## config.mk

```make
export PLATFORM = sky130hd
export DESIGN_NAME = wb_cmd_master
export DESIGN_NICKNAME = d
export VERILOG_FILES = /design/src/rtl/wb_cmd_master.sv
export SDC_FILE = /design/constraint.sdc
export NUM_CORES = 1
export LEC_CHECK = 0
export BUFFER_PORTS_ARGS = -buffer_cell sky130_fd_sc_hd__buf_4
export CAP_MARGIN = 20
export CORE_AREA = 2 2 86 170
export DETAILED_ROUTE_END_ITERATION = 8
export DIE_AREA = 0 0 88 172
export HOLD_SLACK_MARGIN = 0.06
export PLACE_DENSITY = 0.63
export SYNTH_ARGS = -nofsm -noshare
export SYNTH_HDL_FRONTEND = slang
export SYNTH_SLANG_ARGS = --single-unit
```

## constraint.sdc

```tcl
create_clock -name clk -period 11.5 [get_ports clk]
set_clock_uncertainty 0.05 [all_clocks]
set_input_delay 1.725 -clock clk [delete_from_list [all_inputs] [get_ports clk]]
set_output_delay 1.725 -clock clk [all_outputs]
set_load 0.005 [all_outputs]
```

## src/rtl/wb_cmd_master.sv

```systemverilog
// -----------------------------------------------------------------------------
// wb_cmd_master
//   Wishbone classic single-transfer initiator. Takes one read/write command on
//   a valid/ready command port, runs exactly one CYC/STB cycle on the bus with a
//   bounded wait for ACK/ERR, and returns read data plus status on a
//   valid/ready response port. Lets sequencers and boot logic poke WB
//   peripherals without a CPU.
//
//   Handshake rule for both ports: a transfer happens on a rising clock edge
//   where valid and ready are both 1. A producer holds valid and payload
//   stable until that edge. Here cmd_ready is high only in IDLE, and
//   rsp_valid/rsp_* stay constant in RESP until rsp_ready is seen.
//
// Ports
//   clk, rst               clock (rising edge), async active-high reset
//   cmd_valid/cmd_ready    command handshake
//   cmd_we/adr/sel/dat     command payload (1 = write)
//   rsp_valid/rsp_ready    response handshake
//   rsp_dat/err/tmo        read data (0 for writes/aborts), ERR, timeout flags
//   busy                   1 whenever the FSM is not IDLE
//   o_wb_*/i_wb_*          Wishbone classic master side
//   dbg_state_o            current FSM state, for checkers
// -----------------------------------------------------------------------------
module wb_cmd_master #(
   parameter int AW  = 32,
   parameter int DW  = 32,
   parameter int SW  = DW >> 3,
   parameter int TW  = 8,
   parameter int TMO = 200
) (
   input  logic          clk,
   input  logic          rst,
   input  logic          cmd_valid,
   output logic          cmd_ready,
   input  logic          cmd_we,
   input  logic [AW-1:0] cmd_adr,
   input  logic [SW-1:0] cmd_sel,
   input  logic [DW-1:0] cmd_dat,
   output logic          rsp_valid,
   input  logic          rsp_ready,
   output logic [DW-1:0] rsp_dat,
   output logic          rsp_err,
   output logic          rsp_tmo,
   output logic          busy,
   output logic [AW-1:0] o_wb_adr,
   output logic [SW-1:0] o_wb_sel,
   output logic          o_wb_we,
   output logic [DW-1:0] o_wb_dat,
   input  logic [DW-1:0] i_wb_dat,
   output logic          o_wb_cyc,
   output logic          o_wb_stb,
   input  logic          i_wb_ack,
   input  logic          i_wb_err,
   output logic [1:0]    dbg_state_o
);

   localparam logic [1:0] S_IDLE = 2'd0;
   localparam logic [1:0] S_BUS  = 2'd1;
   localparam logic [1:0] S_RESP = 2'd2;

   // Count value seen on the last BUS edge before abort; the cycle is
   // therefore held for exactly TMO clocks.
   localparam logic [TW-1:0] TMO_LAST = (TMO == 0) ? '0 : TW'(TMO - 1);

   logic [1:0]    state_q, state_d;
   logic [TW-1:0] cnt_q,   cnt_d;
   logic [AW-1:0] adr_q,   adr_d;
   logic [SW-1:0] sel_q,   sel_d;
   logic          we_q,    we_d;
   logic [DW-1:0] wdat_q,  wdat_d;
   logic          cyc_q,   cyc_d;
   logic          rvalid_q, rvalid_d;
   logic [DW-1:0] rdat_q,  rdat_d;
   logic          err_q,   err_d;
   logic          tmo_q,   tmo_d;
   logic          done;

   always_comb begin
      state_d  = state_q;
      cnt_d    = cnt_q;
      adr_d    = adr_q;
      sel_d    = sel_q;
      we_d     = we_q;
      wdat_d   = wdat_q;
      cyc_d    = cyc_q;
      rvalid_d = rvalid_q;
      rdat_d   = rdat_q;
      err_d    = err_q;
      tmo_d    = tmo_q;
      done     = 1'b0;

      case (state_q)
         S_IDLE: begin
            if (cmd_valid) begin
               adr_d   = cmd_adr;
               sel_d   = cmd_sel;
               we_d    = cmd_we;
               // Write data bus is driven to zero for reads.
               wdat_d  = cmd_we ? cmd_dat : '0;
               cyc_d   = 1'b1;
               cnt_d   = '0;
               state_d = S_BUS;
            end
         end
         S_BUS: begin
            cnt_d = cnt_q + 1'b1;
            // ERR has priority over a simultaneous ACK.
            if (i_wb_err) begin
               rdat_d = '0;
               err_d  = 1'b1;
               tmo_d  = 1'b0;
               done   = 1'b1;
            end else if (i_wb_ack) begin
               rdat_d = we_q ? '0 : i_wb_dat;
               err_d  = 1'b0;
               tmo_d  = 1'b0;
               done   = 1'b1;
            end else if ((TMO != 0) && (cnt_q == TMO_LAST)) begin
               rdat_d = '0;
               err_d  = 1'b0;
               tmo_d  = 1'b1;
               done   = 1'b1;
            end
            if (done) begin
               cyc_d    = 1'b0;
               rvalid_d = 1'b1;
               cnt_d    = '0;
               state_d  = S_RESP;
            end
         end
         S_RESP: begin
            if (rsp_ready) begin
               rvalid_d = 1'b0;
               state_d  = S_IDLE;
            end
         end
         default: begin
            state_d  = S_IDLE;
            cyc_d    = 1'b0;
            rvalid_d = 1'b0;
            cnt_d    = '0;
         end
      endcase
   end

   // Async reset drops CYC/STB immediately and discards any in-flight command.
   always_ff @(posedge clk or posedge rst) begin
      if (rst) begin
         state_q  <= S_IDLE;
         cnt_q    <= '0;
         adr_q    <= '0;
         sel_q    <= '0;
         we_q     <= 1'b0;
         wdat_q   <= '0;
         cyc_q    <= 1'b0;
         rvalid_q <= 1'b0;
         rdat_q   <= '0;
         err_q    <= 1'b0;
         tmo_q    <= 1'b0;
      end else begin
         state_q  <= state_d;
         cnt_q    <= cnt_d;
         adr_q    <= adr_d;
         sel_q    <= sel_d;
         we_q     <= we_d;
         wdat_q   <= wdat_d;
         cyc_q    <= cyc_d;
         rvalid_q <= rvalid_d;
         rdat_q   <= rdat_d;
         err_q    <= err_d;
         tmo_q    <= tmo_d;
      end
   end

   assign cmd_ready   = (state_q == S_IDLE);
   assign busy        = (state_q != S_IDLE);
   assign rsp_valid   = rvalid_q;
   assign rsp_dat     = rdat_q;
   assign rsp_err     = err_q;
   assign rsp_tmo     = tmo_q;
   assign o_wb_adr    = adr_q;
   assign o_wb_sel    = sel_q;
   assign o_wb_we     = we_q;
   assign o_wb_dat    = wdat_q;
   assign o_wb_cyc    = cyc_q;
   assign o_wb_stb    = cyc_q;
   assign dbg_state_o = state_q;

endmodule

```

==> results.cfg <==
[power_and_ir_drop]
power.share.clock = 0.278
power.switching_mw = 0.577
p_per_area_nw_per_um2 = 261
ir_worst_vdd_v = 0.000146
leakage_nw = 3.46
seqPwrFrac = 0.373
power.internal_mw = 1.27
p_comb_frac = 0.350
swShare = 0.312

[setup_path]
max_stage_delay_ps = 470
required_ps = 9730
worstPathMaxFanout = 8
crit_chain = nor2_1, inv_1, buf_4
cp.arrival_ps = 1440
start_kind = flip-flop
critPathCaptureType = primary output
cp_slowest_cell = dfrtp_1
critPathKind = reg -> out

[timing]
hold_viol = 0
tightest_slew_ps = 888
slew_headroom = 0.408
rsz0062_at_grt = no
finalMaxSlewViolations = 0
fin_crit_sh = 0.279
fin_crit_ps = 3210
fmax_mhz = 311
setup_viol = 0
setup_ws_ps = 8290
fin_tns_setup_ps = 0

[cells_and_area]
syn_to_final_growth_pct = 50.1
layout_common_cells = buf_4, dfrtp_1, nand2_1, o21ai_0, mux2_2
drive_gt1_frac = 0.451
fillers = 1279
n_antenna_cell = 0
final_cell_area_um2 = 7080
nets = 751
final_common_cell = buf_4

[routing]
ant_nets = 0
wl_met2_um = 7210
drtPass1Iterations = 4
viasPerCell = 4.66
top_layer = met4
wirelength_met1_um = 4470
drc = 0
routedWlPerCell_um = 15.2
num_vias = 3935
met3_length_um = 904
drt_iter0_markers = 117
wirelength_um = 12900

[yosys]
synth_edf_count = 0
ys_types = 32
synth_top_family_by_area = simple AND/OR/NAND/NOR gates
synth-compound-area-share = 0.0989
synth.area.mux_share = 0.0904
yosys.area_share.adder = 0.00265
async_flop_share = 1.00
synthSimpleGateAreaFrac = 0.125
synth_xor_area_frac = 0.00371
ys.flop_type = dfrtp_1
synth_warnings = 0
syn_area_um2 = 4720
syn_inst = 435
synth_fp_nets = 543
ys_seq_area_frac = 0.610
ys_ff_latch = 115
syn_area_per_cell_um2 = 10.8

[placement]
dpl_worst_slack_ps = 7820
hpwl_um = 9260
portBuffers = 216
place_area_um2 = 6410
finalWeightedCongestion = 0.746

[clock_tree]
cts_tree = built
clk_pin_slew_ps = 60
clkSinkCount = 115
clockBufferDepth = 2
cts_setup_buffers = 0
root_buffer = clkbuf_16
cts_htree_levels = 4
cts_hold_buf = 0
clk_latency_ps = 400
cts_resized = 0
numCtsBuffers = 17

[global_routing]
grt_use_total = 0.168
grt_pass1_vias = 4060
grt_pass1_wl_um = 19600
grt_max_degree = 103
overflow = 0
antenna_found_initial = 0

[floorplan]
coreArea_um2 = 13800
row_count = 61
fp.dieArea_um2 = 15100
start_util = 0.342
die_w_um = 88
ios = 217
fp.dieH_um = 172

[outcome]
outcome = complete, no violations

[run]
maxCapViolCount = 0

[min_path]
hold_class = reg -> reg
final timing paths:
| check | slack (ps) | startpoint | cells past startpoint | endpoint |
|---|---|---|---|---|
| max in group asynchronous | 8730 | rst | 3 | cnt_q[1] |
| worst min register to register | 430 | o_wb_dat[30] | 2 | o_wb_dat[30] |
| min in group asynchronous | 1350 | rst | 2 | rsp_dat[10] |
| worst min-delay path | 430 | o_wb_dat[30] | 2 | o_wb_dat[30] |
| worst max-delay path | 8290 | dbg_state_o[0] | 3 | busy |
| worst max register to register | 9390 | dbg_state_o[0] | 5 | rsp_tmo |
kinds of logic after synthesis:
logic type               count (synthesis)
AND/OR/NAND/NOR                        126
flip-flops                             115
AO/OA/AOI/OAI                           85
buffers and inverters                   68
multiplexers                            38
XOR/XNOR                                 2
adder cells (fa/ha/maj)                  1
cell type report:
cell class / count / area [um2] / area share
Sequential cell: 115 / 2880 / 0.406
Timing Repair Buffer: 221 / 1720 / 0.243
Multi-Input combinational cell: 252 / 1530 / 0.215
Clock buffer: 18 / 429 / 0.0606
Tap cell: 189 / 236 / 0.0334
Clock inverter: 14 / 156 / 0.0221
Inverter: 36 / 138 / 0.0194
stage by stage:
step | power [mW] | hold WS [ps] | instances | utilization
final | 1.85 | 430 | 845 | 0.513
after global routing | 1.97 | 458 | 845 | 0.513
after CTS | 1.86 | 436 | 842 | 0.507
after detailed placement | 1.34 | 422 | 810 | 0.464
after global placement | 1.31 | 415 | 810 | 0.464
after floorplan | 0.954 | 418 | 435 | -
routing by layer:
layer / vias to the layer above / GRT usage
met5: - / 0
met4: 0 / 0.0649
met3: 19 / 0.0473
met2: 159 / 0.303
met1: 1863 / 0.181
li1: 1894 / -
synthesized netlist by cell type, drive strengths merged, types with 2 or more instances:
library cell  count  area share
clkbuf           17       0.014
nand4            32       0.042
nand2b            3      0.0040
mux2             37       0.088
dfrtp           115        0.61
nor2b             2      0.0027
buf              15       0.028
o21ai            71       0.076
o2111ai           2      0.0037
xor2              2      0.0037
o2bb2ai           2      0.0037
inv              36       0.029
nand3             2      0.0021
nor2              5      0.0040
nand2            76       0.060
and3              2      0.0027
a21oi             5      0.0053
flip-flops by register name, summed over array words and instances, names as in the netlist:
register / cells
cnt_q: 8
o_wb_cyc: 1
rsp_err: 1
rsp_dat: 32
dbg_state_o: 2
o_wb_we: 1
o_wb_sel: 4
o_wb_adr: 32
o_wb_dat: 32
rsp_tmo: 1
rsp_valid: 1
critical path, delay by kind of cell (launching register included):
family | cells | cell delay (ps)
buf+inv | 2 | 210
flops | 1 | 470
simple gates | 1 | 350
power by group through the flow:
stage | clock network [mW] | registers [mW] | logic [mW]
global placement | 0 | 0.686 | 0.621
CTS | 0.526 | 0.692 | 0.641
global route | 0.546 | 0.711 | 0.713
floorplan | 0 | 0.692 | 0.262
detailed placement | 0 | 0.696 | 0.640
finish | 0.513 | 0.689 | 0.647
(Power assumes the default switching activity.)
